$ cat config.mk
export PLATFORM = sky130hd
export DESIGN_NAME = os_result_drain_flat
export DESIGN_NICKNAME = d
export VERILOG_FILES = /design/src/rtl/os_result_drain_if.sv /design/src/rtl/os_result_drain.sv /design/src/flat_wrapper.sv
export SDC_FILE = /design/constraint.sdc
export NUM_CORES = 2
export LEC_CHECK = 0
export CELL_PAD_IN_SITES_DETAIL_PLACEMENT = 0
export CELL_PAD_IN_SITES_GLOBAL_PLACEMENT = 2
export CORE_UTILIZATION = 30
export DETAILED_ROUTE_END_ITERATION = 8
export PLACE_DENSITY_LB_ADDON = 0.25
export SYNTH_ARGS = -nofsm -noshare
export SYNTH_HDL_FRONTEND = slang
export SYNTH_SLANG_ARGS = --single-unit
$ cat constraint.sdc
create_clock -name clk -period 62.3 [get_ports clk]
set_clock_uncertainty 0.2 [all_clocks]
set_input_delay 9.345 -clock clk [delete_from_list [all_inputs] [get_ports clk]]
set_output_delay 9.345 -clock clk [all_outputs]
set_load 0.005 [all_outputs]
$ cat src/rtl/os_result_drain_if.sv
// os_result_drain_if.sv - row-per-beat result stream between the drain and the write-back path
//
// Signals:
//   out_data   COLS*WIDTH_MUL  one row of results, column c at [c*WIDTH_MUL +: WIDTH_MUL]
//   out_row    RW              row index of out_data
//   out_valid  1               beat valid
//   out_ready  1               sink accepts the beat
//   out_last   1               beat carries the final row of the tile
// Modports: master (drain side), slave (write-back side).
interface os_result_drain_if #(
    parameter int ROWS      = 4,
    parameter int COLS      = 4,
    parameter int WIDTH_MUL = 32
);
    localparam int RW = (ROWS > 1) ? $clog2(ROWS) : 1;

    logic [COLS*WIDTH_MUL-1:0] out_data;
    logic [RW-1:0]             out_row;
    logic                      out_valid;
    logic                      out_ready;
    logic                      out_last;

    modport master (
        output out_data,
        output out_row,
        output out_valid,
        output out_last,
        input  out_ready
    );

    modport slave (
        input  out_data,
        input  out_row,
        input  out_valid,
        input  out_last,
        output out_ready
    );
endinterface

$ cat src/rtl/os_result_drain.sv
// os_result_drain.sv - snapshots an output-stationary PE array and streams it out one row per beat
//
// Ports:
//   clk       clock, rising edge
//   rst       asynchronous active-high reset
//   acc_flat  all PE accumulators, element (r,c) at [(r*COLS+c)*WIDTH_MUL +: WIDTH_MUL]
//   done      one-cycle pulse: tile accumulation complete
//   err_clr   clears the sticky overrun flag
//   pe_clear  one-cycle pulse zeroing the PE accumulators after a capture
//   busy      snapshot held, drain not finished
//   overrun   sticky: done arrived while a drain was in progress
//   out_s     row stream (os_result_drain_if.master)
// Build option: define OS_DRAIN_RELU_EN to replace negative elements by 0 at capture.
module os_result_drain #(
    parameter int ROWS      = 4,
    parameter int COLS      = 4,
    parameter int WIDTH_MUL = 32
) (
    input  logic                          clk,
    input  logic                          rst,
    input  logic [ROWS*COLS*WIDTH_MUL-1:0] acc_flat,
    input  logic                          done,
    input  logic                          err_clr,
    output logic                          pe_clear,
    output logic                          busy,
    output logic                          overrun,
    os_result_drain_if.master             out_s
);
    localparam int RW       = (ROWS > 1) ? $clog2(ROWS) : 1;
    localparam int ROW_BITS = COLS * WIDTH_MUL;
    localparam int ALL_BITS = ROWS * ROW_BITS;
    localparam logic [RW-1:0] LAST_ROW = RW'(ROWS - 1);

    typedef enum logic {IDLE, DRAIN} state_t;

    state_t              state;
    logic [ALL_BITS-1:0] snap;
    logic [ALL_BITS-1:0] cap;
    logic [RW-1:0]       next_row;
    logic                hs;
    logic                at_last;
    logic                accept;

    // Capture value: raw accumulators, or clamped at zero when the ReLU build is selected.
    always_comb begin
        cap = acc_flat;
`ifdef OS_DRAIN_RELU_EN
        for (int i = 0; i < ROWS * COLS; i++) begin
            if (acc_flat[i*WIDTH_MUL + WIDTH_MUL - 1]) begin
                cap[i*WIDTH_MUL +: WIDTH_MUL] = '0;
            end
        end
`endif
    end

    // out_row doubles as the drain pointer.
    assign hs       = out_s.out_valid & out_s.out_ready;
    assign at_last  = (out_s.out_row == LAST_ROW);
    assign next_row = out_s.out_row + RW'(1);
    // A new tile is taken when idle, or exactly when the last row of the current tile leaves.
    assign accept   = done & ((state == IDLE) | (hs & at_last));

    always_ff @(posedge clk or posedge rst) begin
        if (rst) begin
            state           <= IDLE;
            snap            <= '0;
            pe_clear        <= 1'b0;
            busy            <= 1'b0;
            overrun         <= 1'b0;
            out_s.out_data  <= '0;
            out_s.out_row   <= '0;
            out_s.out_valid <= 1'b0;
            out_s.out_last  <= 1'b0;
        end else begin
            pe_clear <= 1'b0;

            // A set event outranks a simultaneous clear.
            if (done && !accept) begin
                overrun <= 1'b1;
            end else if (err_clr) begin
                overrun <= 1'b0;
            end

            if (accept) begin
                state           <= DRAIN;
                snap            <= cap;
                pe_clear        <= 1'b1;
                busy            <= 1'b1;
                out_s.out_data  <= cap[0 +: ROW_BITS];
                out_s.out_row   <= '0;
                out_s.out_valid <= 1'b1;
                out_s.out_last  <= (ROWS == 1);
            end else if (state == DRAIN && hs) begin
                if (at_last) begin
                    state           <= IDLE;
                    busy            <= 1'b0;
                    out_s.out_valid <= 1'b0;
                    out_s.out_last  <= 1'b0;
                end else begin
                    out_s.out_data <= snap[int'(next_row)*ROW_BITS +: ROW_BITS];
                    out_s.out_row  <= next_row;
                    out_s.out_last <= (next_row == LAST_ROW);
                end
            end
        end
    end
endmodule

$ cat src/flat_wrapper.sv
// flat-port wrapper written by rule: the top's interface ports become plain ports
module os_result_drain_flat 
#(
    parameter int ROWS      = 4,
    parameter int COLS      = 4,
    parameter int WIDTH_MUL = 32
)
  (clk, rst, acc_flat, done, err_clr, pe_clear, busy, overrun, out_s_out_data, out_s_out_row, out_s_out_valid, out_s_out_last, out_s_out_ready);
  os_result_drain_if #(.ROWS(ROWS), .COLS(COLS), .WIDTH_MUL(WIDTH_MUL)) out_s_i ();
  input  logic clk;
  input  logic rst;
  input  logic [ROWS*COLS*WIDTH_MUL-1:0] acc_flat;
  input  logic done;
  input  logic err_clr;
  output logic pe_clear;
  output logic busy;
  output logic overrun;
  output wire logic [$bits(out_s_i.out_data)-1:0] out_s_out_data;
  output wire logic [$bits(out_s_i.out_row)-1:0] out_s_out_row;
  output wire logic [$bits(out_s_i.out_valid)-1:0] out_s_out_valid;
  output wire logic [$bits(out_s_i.out_last)-1:0] out_s_out_last;
  input wire logic [$bits(out_s_i.out_ready)-1:0] out_s_out_ready;
  assign out_s_out_data = out_s_i.out_data;
  assign out_s_out_row = out_s_i.out_row;
  assign out_s_out_valid = out_s_i.out_valid;
  assign out_s_out_last = out_s_i.out_last;
  assign out_s_i.out_ready = out_s_out_ready;
  os_result_drain #(.ROWS(ROWS), .COLS(COLS), .WIDTH_MUL(WIDTH_MUL)) u_core (.clk(clk), .rst(rst), .acc_flat(acc_flat), .done(done), .err_clr(err_clr), .pe_clear(pe_clear), .busy(busy), .overrun(overrun), .out_s(out_s_i));
endmodule
Word-level counts from Yosys, hierarchy flattened. Index checks and enable logic that the tools add are counted. Widths: inputs -> output; s select.

Logic and storage cells: 40. Bits of input ports: 517. Output and inout bits: 135. Register bits: 646.

Reductions and logical operators: 8. Add/subtract/negate cells: 1. Equal/unequal tests: 3. Bitwise logic cells: 5. Shift operators: 1. Mux-type cells: 15.

Operators by type and width (number): $shiftx 512x10->128 (1); $mux 128 (3); $mux 1 (9); $mux 2 (3); $reduce_bool 2->1 (3); $eq 2x2->1 const B (2); $reduce_and 2->1 (2); $and 1x1->1 (3); $add 2x1->2 const B (1); $logic_and 1x1->1 (2); $ne 2x2->1 const B (1); $logic_not 1->1 (1); $not 1->1 (1); $or 1x1->1 (1).

Logic depth before layout (Yosys ltp).
Depth after elaboration: 7. Gate-level depth with buffers: 8. Gate-level depth less buffers: 5.

Worst setup path after synthesis. OpenSTA, ideal clock, no wires.

Path kind: input port to flip-flop. Start point: input port out_s_out_ready. End point: register u_core.out_s.out_data[100]. Required time: 61.974 ns. Setup time: 0.126 ns. Stages: 6. Buffers on the path: 3. Slack: 51.511 ns. Arrival: 10.463 ns. Cell sequence: buf_2 > a21bo_4 > buf_2 > clkbuf_1 > and3_1 > a221o_1.

Cells in the longest elaborated chain, start to end: 6. Elaborated cells on any way between the ends: 9. Classes of those cells: eq/ne: 1; mux: 1; bitwise: 4; reduce/logical: 3.

RTL lines: start: declaration (RTL line flat_wrapper.sv:22) `input wire logic [$bits(out_s_i.out_ready)-1:0] out_s_out_ready;`; $and 1x1->1 (*) (RTL line os_result_drain.sv:57) `assign hs = out_s.out_valid & out_s.out_ready;`; $and 1x1->1 (RTL line os_result_drain.sv:61) `assign accept = done & ((state == IDLE) | (hs & at_last));`; $or 1x1->1 (RTL line os_result_drain.sv:61); $and 1x1->1 (RTL line os_result_drain.sv:61); $ne 2x2->1 (no source line) or $reduce_bool 2->1 (tied branches); $reduce_and 2->1 (no source line); end signal: assignment (RTL line os_result_drain.sv:89) `out_s.out_data <= cap[0 +: ROW_BITS];`; end signal: assignment (RTL line os_result_drain.sv:100) `out_s.out_data <= snap[int'(next_row)*ROW_BITS +: ROW_BITS];`; end: declaration (RTL line os_result_drain_if.sv:24) `output out_data,`.

Mark *: on every way between the ends. The rest lies on a longest branch, timed or not. A chain may end at the register's enable or synchronous reset.

Worst setup path after layout.
Start point: input port out_s_out_ready. End point: register u_core.snap[147].

Cells in the longest elaborated chain, start to end: 4.

RTL lines: $and 1x1->1 (RTL line os_result_drain.sv:57); $and 1x1->1 (RTL line os_result_drain.sv:61); $or 1x1->1 (RTL line os_result_drain.sv:61); $and 1x1->1 (RTL line os_result_drain.sv:61); end signal: assignment (RTL line os_result_drain.sv:86) `snap <= cap;`; end: declaration (RTL line os_result_drain.sv:37) `logic [ALL_BITS-1:0] snap;`.

No other way between the ends.

==> metrics.txt <==
outcome completed; wire length of the first global-routing pass 136000 um; fraction of final layout cells with drive strength greater than 1 20.9%; relative contribution of the clock network to total power 23.4%; number of detailed-routing iterations run before antenna repair 5; number of standard cells after synthesis 1712; worst vdd rail ir drop 32.5 uV; maximum number of pins on one net before global-route repair 150; final global-route overflow total 0; area fraction of the dominant cell type after synthesis 58.7%; kind of cell with the highest combined delay on the critical path buffers and inverters; H-tree depth 3; I/O pin cnt 652; clock network latency to the later pin of the worst-skew pair 0.62 ns; setup_tns 0 ns; RSZ-0062 raised after global routing false; kind of end point of the critical path flop; Final setup viols 0; filler cell count 8362; number of vias per cell after detailed routing 5.06; count of nets left with antenna violations after detail routing 0; TritonCTS Sinks 646; share of flip-flops with an asynchronous set or reset after synthesis 100%; per-instance average area after synthesis 16.1 um2; Tightest Pin Transition 1.11 ns; Die Y 305 um; switching power 0.000579 W; synthesized area 27500 um2; flop and latch count out of synthesis 646; fraction of power consumed by sequential logic 38.9%; number of buffers between clock root and the deepest sink 3; Post-route DRC 0; Max Fclk 0.0683 GHz; count of warnings emitted by yosys 0; Max-Slew Margin vs Limit 25.7%; power share of the combinational group 37.7%; power per cell area 51.2 nW/um2; antenna violations before repair 38; Finished Layout Cells 3578; area of the die 93000 um2; clock edge transition at the registers on the reported setup and hold paths 0.06 ns; gp weighted congestion 0.803; Port Buffers 651; post-synth top area cell sky130_fd_sc_hd__dfrtp_1; layout-stage area growth over the synthesis result 35.8%; starting density of the core 30.5%; Switching Share 30.2%; internal power 0.00134 W; proportion of synthesized chip area in sequential cells 58.7%; count of maximum capacitance violations 0; Critical Path AT 14.92 ns; cell occurring most often along the worst timing path sky130_fd_sc_hd__buf_4; slowest cell delay on critical path 0.89 ns; most repeated cell in the gate-level netlist after synthesis sky130_fd_sc_hd__dfrtp_1; Core Box Area 90400 um2; TritonCTS clock tree done; number of enable-type register cells in the synthesized netlist 0; buffer type at the clock tree root sky130_fd_sc_hd__clkbuf_16; Bufs and invs on worst path 5; Critical-path top delay cell sky130_fd_sc_hd__buf_4; period utilization 23.5%; post-CTS sizing 0; Worst EP required 62.58 ns; post-layout minimum cycle time 14.64 ns; fin nets 2843; wire per inst 25.6 um; type of the most critical hold path reg -> reg; largest cells by area after synthesis sky130_fd_sc_hd__dfrtp_1 59%, sky130_fd_sc_hd__mux4_2 10%, sky130_fd_sc_hd__mux2_2 8.9%, sky130_fd_sc_hd__mux2_1 6.8%, sky130_fd_sc_hd__a221o_1 4.7%; crit-path max FO 126; count of buffers added by post-CTS timing repair for setup 0; via count of the first global-routing pass 20000; TritonCTS Buffers 76; count of standard-cell rows 110; global router's overall resource usage 19.6%; max-slew violation total from the final report 0; leakage power of the design 16.5 nW; final hold slack 0.268 ns; final standard cell utilization of the core 41.4%; Unique masters post-synth 26; detailed placer's ending HPWL 60400 um; count of placed standard cells including taps 3422; leading register cell type out of synthesis sky130_fd_sc_hd__dfrtp_1; Detailed Route WL 91500 um; drt initial violations 995; Worst Path Class, Setup in -> reg; Die X 305 um; cells along the critical path clkdlybuf4s50_1 > a21bo_4 > nand2_8 > inv_8 > buf_4 > buf_4 > buf_4 > mux2_2; Pwr Total 0.00191 W; Post-synth top cells 646 x sky130_fd_sc_hd__dfrtp_1, 218 x sky130_fd_sc_hd__mux2_2, 166 x sky130_fd_sc_hd__mux2_1; number of endpoints with negative hold slack in the final report 0; routed via count 18100; category of the worst setup path launch point primary input; # hold bufs at CTS 0; net count after synthesis 2231
==> through the flow <==
stage | setup WS (ns) | area (um2)
floorplan | 34.66 | 27500
detailed placement | 46.84 | 34800
global route | 47.26 | 37400
finish | 47.66 | 37400
CTS | 47.45 | 37400
global placement | 46.91 | 34800
==> cells in the final DEF (no fill, tap or decap), types with 25 or more instances in the layout <==
cell / instances
sky130_fd_sc_hd__clkdlybuf4s50_1: 650
sky130_fd_sc_hd__dfrtp_1: 645
sky130_fd_sc_hd__mux2_2: 218
sky130_fd_sc_hd__mux2_1: 166
sky130_fd_sc_hd__and3_1: 129
sky130_fd_sc_hd__mux4_2: 128
sky130_fd_sc_hd__a221o_1: 128
sky130_fd_sc_hd__a21o_1: 128
sky130_fd_sc_hd__clkbuf_16: 78
sky130_fd_sc_hd__buf_4: 25
==> kinds of logic after synthesis <==
| kind of cell | after synthesis | share of synthesized area, % |
|---|---|---|
| fa+ha+maj | 2 | 0.0908 |
| simple gates | 136 | 3.07 |
| compound gates | 265 | 8.39 |
| buf+inv | 150 | 3.57 |
| flops | 646 | 58.7 |
| mux | 513 | 26.2 |
==> sequential cells by signal (all words and copies together) (netlist names) <==
name and cells:
u_core.pe_clear 1, u_core.out_s.out_row 2, u_core.out_s.out_last 1, u_core.overrun 1, u_core.snap 512, u_core.out_s.out_data 128, u_core.state 1
==> area by class of cell <==
| type | count | area (um2) | share of cell area [%] |
|---|---|---|---|
| antenna | 19 | 47.5 | 0.127 |
| clock buffer | 116 | 2280 | 6.11 |
| clock inverter | 21 | 239 | 0.639 |
| inverter | 8 | 45.0 | 0.120 |
| multi-input combinational | 916 | 10400 | 27.9 |
| sequential | 646 | 16200 | 43.2 |
| tap | 1176 | 1470 | 3.93 |
| timing repair buffer | 676 | 6710 | 17.9 |
==> metal layers <==
layer	track usage, %	wire (um)	up-vias
li1	-	-	7822
met1	23.2	35700	9600
met2	33.6	47000	506
met3	5.88	6340	139
met4	6.61	2210	32
met5	0	188	-
==> power groups by stage <==
stage	registers [W]	logic [W]	clock network, W
CTS	0.000745	0.000743	0.000462
global placement	0.000743	0.000728	0
finish	0.000744	0.000723	0.000448
floorplan	0.000709	0.000529	0
global route	0.000770	0.000783	0.000478
detailed placement	0.000749	0.000742	0
==> final timing paths <==
check / slack (ns) / to / depth (start not counted) / startpoint
max in group asynchronous: 48.82 / u_core.snap[341]$_DFFE_PP0P_ / 6 / rst
min reg2reg: 0.27 / u_core.snap[54]$_DFFE_PP0P_ / 1 / u_core.snap[54]$_DFFE_PP0P_
min in group asynchronous: 9.09 / u_core.snap[170]$_DFFE_PP0P_ / 2 / rst
min: 0.27 / u_core.snap[54]$_DFFE_PP0P_ / 1 / u_core.snap[54]$_DFFE_PP0P_
max reg2reg: 55.77 / u_core.snap[147]$_DFFE_PP0P_ / 8 / u_core.out_s.out_row[0]$_DFFE_PP0P_
max: 47.66 / u_core.snap[147]$_DFFE_PP0P_ / 8 / out_s_out_ready
No activity file was read; power rests on OpenSTA's default activity.
